`src/rtl/gray_updown_counter.sv`:
```
// Parametrised up/down Gray-code counter with a clock-enable prescaler,
// synchronous clear/load, wrap or saturate at the range ends, and a hex
// 7-segment decode of the low nibble of the binary count.
//
// Ports:
//   clk_i       system clock, rising edge
//   rst_ni      asynchronous active-low reset
//   en_i        count enable (gates prescaler and stepping)
//   up_i        direction, 1 = increment, 0 = decrement
//   clr_i       synchronous clear (highest priority)
//   load_i      synchronous load of load_val_i
//   load_val_i  binary load value
//   gray_o      registered Gray-coded count
//   bin_o       registered binary count
//   tick_o      one-cycle pulse in the cycle the count stepped
//   wrap_o      one-cycle pulse on a wrap or saturation event
//   seg_o       {a,b,c,d,e,f,g}, active-low hex digit of bin_o[3:0]
module gray_updown_counter #(
  parameter int WIDTH    = 8,
  parameter int CLK_DIV  = 4,
  parameter int SATURATE = 0
) (
  input  logic             clk_i,
  input  logic             rst_ni,
  input  logic             en_i,
  input  logic             up_i,
  input  logic             clr_i,
  input  logic             load_i,
  input  logic [WIDTH-1:0] load_val_i,
  output logic [WIDTH-1:0] gray_o,
  output logic [WIDTH-1:0] bin_o,
  output logic             tick_o,
  output logic             wrap_o,
  output logic [6:0]       seg_o
);

  localparam int PW = (CLK_DIV > 1) ? $clog2(CLK_DIV) : 1;
  localparam logic [PW-1:0]    P_LAST = PW'(CLK_DIV - 1);
  localparam logic [WIDTH-1:0] B_MAX  = '1;

  logic [WIDTH-1:0] bin_q, bin_d;
  logic [WIDTH-1:0] gray_q, gray_d;
  logic [PW-1:0]    pre_q, pre_d;
  logic             tick_q, tick_d;
  logic             wrap_q, wrap_d;
  logic [3:0]       nib;

  always_comb begin
    bin_d  = bin_q;
    pre_d  = pre_q;
    tick_d = 1'b0;
    wrap_d = 1'b0;
    if (clr_i) begin
      bin_d = '0;
      pre_d = '0;
    end else if (load_i) begin
      bin_d = load_val_i;
      pre_d = '0;
    end else if (en_i) begin
      if (pre_q == P_LAST) begin
        pre_d  = '0;
        tick_d = 1'b1;
        if (up_i) begin
          if (bin_q == B_MAX) begin
            wrap_d = 1'b1;
            bin_d  = (SATURATE != 0) ? bin_q : '0;
          end else begin
            bin_d = bin_q + 1'b1;
          end
        end else begin
          if (bin_q == '0) begin
            wrap_d = 1'b1;
            bin_d  = (SATURATE != 0) ? bin_q : B_MAX;
          end else begin
            bin_d = bin_q - 1'b1;
          end
        end
      end else begin
        pre_d = pre_q + 1'b1;
      end
    end
    // Gray is derived from the next binary value so both registers
    // update on the same edge and never disagree.
    gray_d = bin_d ^ (bin_d >> 1);
  end

  always_ff @(posedge clk_i or negedge rst_ni) begin
    if (!rst_ni) begin
      bin_q  <= '0;
      gray_q <= '0;
      pre_q  <= '0;
      tick_q <= 1'b0;
      wrap_q <= 1'b0;
    end else begin
      bin_q  <= bin_d;
      gray_q <= gray_d;
      pre_q  <= pre_d;
      tick_q <= tick_d;
      wrap_q <= wrap_d;
    end
  end

  // Cast zero-extends narrow counters and truncates wide ones to the nibble.
  assign nib = 4'(bin_q);

  always_comb begin
    seg_o = 7'b1111111;
    case (nib)
      4'h0: seg_o = 7'b0000001;
      4'h1: seg_o = 7'b1001111;
      4'h2: seg_o = 7'b0010010;
      4'h3: seg_o = 7'b0000110;
      4'h4: seg_o = 7'b1001100;
      4'h5: seg_o = 7'b0100100;
      4'h6: seg_o = 7'b0100000;
      4'h7: seg_o = 7'b0001111;
      4'h8: seg_o = 7'b0000000;
      4'h9: seg_o = 7'b0000100;
      4'hA: seg_o = 7'b0001000;
      4'hB: seg_o = 7'b1100000;
      4'hC: seg_o = 7'b0110001;
      4'hD: seg_o = 7'b1000010;
      4'hE: seg_o = 7'b0110000;
      4'hF: seg_o = 7'b0111000;
      default: seg_o = 7'b1111111;
    endcase
  end

  assign bin_o  = bin_q;
  assign gray_o = gray_q;
  assign tick_o = tick_q;
  assign wrap_o = wrap_q;

endmodule

```
`config.mk`:
```
export PLATFORM = sky130hd
export DESIGN_NAME = gray_updown_counter
export DESIGN_NICKNAME = d
export VERILOG_FILES = /design/src/rtl/gray_updown_counter.sv
export SDC_FILE = /design/constraint.sdc
export NUM_CORES = 1
export LEC_CHECK = 0
export CORE_MARGIN = 2
export CORE_UTILIZATION = 25
export CTS_CLUSTER_SIZE = 8
export DETAILED_ROUTE_END_ITERATION = 10
export HOLD_SLACK_MARGIN = 0.03
export SLEW_MARGIN = 20
export SYNTH_ARGS = -nofsm -noshare
export SYNTH_HDL_FRONTEND = slang
export SYNTH_SLANG_ARGS = --single-unit
```
`constraint.sdc`:
```
create_clock -name clk_i -period 2.6 [get_ports clk_i]
set_clock_uncertainty 0.05 [all_clocks]
set_input_delay 0.52 -clock clk_i [delete_from_list [all_inputs] [get_ports clk_i]]
set_output_delay 0.52 -clock clk_i [all_outputs]
set_load 0.02 [all_outputs]
```
==> results of run 1 <==
metal layers:
layer	up-vias	track usage (%)	part of all wire, %
li1	701	-	-
met1	685	21.6	46
met2	74	23.2	46
met3	6	3.78	7.3
met4	0	2.88	1.2
met5	-	0	0
synth_stat cells (all sizes together), types with 3 or more instances:
cell,n,share of area (%)
mux2i,8,5.4
a211oi,3,1.5
and4,4,2.4
inv,10,2.5
o21ai,14,4.8
nor2,9,2.3
xor2,3,1.8
dfrtp,19,32
clkbuf,8,2.0
or3,4,1.7
buf,5,2.2
ha,7,5.9
nor3,7,2.4
nand3,8,2.7
xnor2,6,3.6
a21oi,9,3.1
nand2,3,0.76
per-stage QoR:
stage | cell area [um^2] | std cells | util [%] | setup slack, ns
6_report | 2120 | 285 | 37.8 | 0.0967
5_1_grt | 2120 | 285 | 37.8 | 0.00937
4_1_cts | 2100 | 283 | 37.5 | 0.0317
3_5_place_dp | 2060 | 279 | 36.8 | 0.0896
3_3_place_gp | 2060 | 279 | 36.8 | 0.124
2_1_floorplan | 1470 | 161 | - | 0.249
state kept, by name, summed over array words and instances, names as in the netlist:
name	count
bin_o	8
wrap_o	1
tick_o	1
pre_q	2
gray_o	7
layout make-up:
cell class,count,share of cell area [%]
Inverter,11,1.95
Multi-Input combinational cell,118,42.3
Clock buffer,4,2.12
Timing Repair Buffer,61,26.9
Tap cell,72,4.25
Sequential cell,19,22.5
critical path: stages, from the launching register on:
cell and delay (ns):
dfrtp_2 0.41, inv_1 0.12, ha_1 0.32, inv_1 0.04, mux4_2 0.45, dlygate4sd2_1 0.33
kinds of logic after synthesis:
| logic type | after synthesis |
|---|---|
| AO/OA/AOI/OAI | 47 |
| AND/OR/NAND/NOR | 45 |
| buffers and inverters | 24 |
| flip-flops | 19 |
| multiplexers | 10 |
| XOR/XNOR | 9 |
| adder cells (fa/ha/maj) | 7 |
power groups by stage:
stage	combinational, mW	clock [mW]	sequential (mW)
floorplan	0.160	0	0.368
global placement	0.340	0	0.351
detailed placement	0.342	0	0.351
CTS	0.334	0.217	0.346
global route	0.366	0.231	0.351
finish	0.338	0.210	0.346
worst min-delay path by stage:
stage | from | end | slack (ns) | cells past startpoint
5_1_grt | rst_ni | bin_o[1] | 0.59 | 2
3_5_place_dp | pre_q[1] | pre_q[1] | 0.55 | 2
4_1_cts | rst_ni | bin_o[1] | 0.57 | 2
6_report | rst_ni | bin_o[1] | 0.55 | 2
2_1_floorplan | rst_ni | bin_o[0] | 0.17 | 0
3_3_place_gp | pre_q[1] | pre_q[1] | 0.51 | 2
timing repair:
action / CTS / global route
cloned: 0 / 0
gates resized for setup: 7 / 2
setup buffers: 0 / 2
pin swaps: 0 / 0
setup endpoints to repair: 6 / 2
==> results_dict.tcl, run 1 <==
set metrics [dict create \
    grt_first_pass_wirelength_um 7510 \
    most_common_cell_after_layout_fill_and_taps_aside "clkdlybuf4s50_1" \
    largest_net_degree_at_the_start_of_global_routing 20 \
    synth_enable_flop_cells 0 \
    r2r_end "gray_o[4]" \
    actual_slew_at_the_worst_max_slew_pin_ns 0.472 \
    yosys_warnings 0 \
    clock_latency_ns 0.26 \
    max_clock_freq_ghz 0.399 \
    initialDrtViolationCount 187 \
    timing.final.max_slew_violations 0 \
    place.gp.congestion 0.939 \
    post-route-min-period_ns 2.50 \
    core.rowCount 27 \
    timing.critical_path.to "seg_o[3]" \
    wirelength_um 4600 \
    core_region_area_mm2 0.00561 \
    die_h_um 80.8 \
    finalSetupTns_ns 0 \
    root_buffer "clkbuf_8" \
    setup.worst_path.end_class "output pin" \
    synth.avg_cell_area_um2 9.15 \
    cts.hold.buffers_added 0 \
    cp-startpoint "bin_o[0]" \
    synth_cell_types 51 \
    slew_headroom_pct 68.2 \
    layout_worst_path_cycle_share_pct 96.3 \
    crit_arrival_ns 1.93 \
    leakagePower_nw 0.884 \
    drtAntennaViolNets 0 \
    largest_voltage_drop_on_the_vdd_net_uv 158 \
    p_int_uw 591 \
    adder_cell_fraction_of_synth_area_pct 5.94 \
    synth.ff_latch_count 19 \
    areaGrowthSynthToFinish_pct 44.0 \
    die_w_um 80.8 \
    design.portCount 39 \
    grt_overflow_total 0 \
    viasPerCell 5.14 \
    numClockSinks 19 \
    fin_nets 235 \
    clockBufferDepth 2 \
    synthMuxAreaShare_pct 7.72 \
    portBuffers 38 \
    synth_simple_gate_area_share_pct 18.1 \
    seq_power_share_pct 38.7 \
    yosys_most_used_dff "dfrtp_1" \
    mappedNetlistArea_mm2 0.00147 \
    detail_route.first_pass.iterations 5 \
    ctsHtreeMaxLevel 1 \
    syn_nets 182 \
    worstSetupStartpointType "register" \
    multiInputGateArea_um2 897 \
    hpwlAfterDp_um 3450 \
    cap_violations 0 \
    p_sw_share_pct 33.9 \
    cp.required_ns 2.03 \
    fillCellCount 586 \
    drc_errors 0 \
    clk_pin_slew_ns 0.07 \
    p_sw_uw 303 \
    power.share.combinational_pct 37.7 \
    synth-xor-area-share_pct 5.35 \
    rsz0062_at_grt "no" \
    hp-class "input port to asynchronous set/reset pin" \
    routed-via-count 1466 \
    numCtsBuffers 3 \
    insertedDiodeCount 0 \
    yosysSeqAreaShare_pct 32.3 \
    reg2reg_setup_slack_ns 0.19 \
    cts_tree "yes" \
    final_layout_size_suffix_gt1_share_pct 17.4 \
    critical_path_fanouts_max 6 \
    clock_power_share_pct 23.5 \
    synth_compound_gate_area_share_pct 23.6 \
    worst_r2r_path_depth 8 \
    timing.final.hold_violations 0 \
    synth_async_sr_flop_share_pct 100 \
    ff_latch_area_um2 478 \
    grt.total_usage_pct 15.1 \
    number_of_antenna_violations_at_the_first_check_in_global_routing 0 \
    synth_top_family_by_area "compound AO/OA/AOI/OAI gates" \
    crit-reg2reg-launch "bin_o[0]" \
    detail_route.wl_per_cell_um 16.1 \
    fp.dieArea_mm2 0.00653 \
    power-per-cell-area_mw_per_mm2 421 \
    finalPower_uw 894 \
    initial_utilization_pct 26.3 \
    fin_hold_ws_ns 0.549 \
    result_of_the_run "finished clean" \
    most-common-layout-cells "clkdlybuf4s50_1 (32), buf_4 (21), dfrtp_1 (17)" \
    finalSetupViolCount 0 \
    worstSetupPathType "register to output pin" \
    grt_pass1_vias 1410 \
    synth_cells 161 \
]
No activity file was read; power rests on OpenSTA's default activity.
==> run 2, diff against run 1 <==
--- a/config.mk
+++ b/config.mk
@@ -5,6 +5,7 @@
 export SDC_FILE = /design/constraint.sdc
 export NUM_CORES = 1
 export LEC_CHECK = 0
+export CAP_MARGIN = 20
 export CORE_MARGIN = 2
 export CORE_UTILIZATION = 25
 export CTS_CLUSTER_SIZE = 8
@@ -14,3 +15,4 @@
 export SYNTH_ARGS = -nofsm -noshare
 export SYNTH_HDL_FRONTEND = slang
 export SYNTH_SLANG_ARGS = --single-unit
+export TNS_END_PERCENT = 100
==> results of run 2 <==
The final DEF is identical to that of run 1; final timing and power are the same.
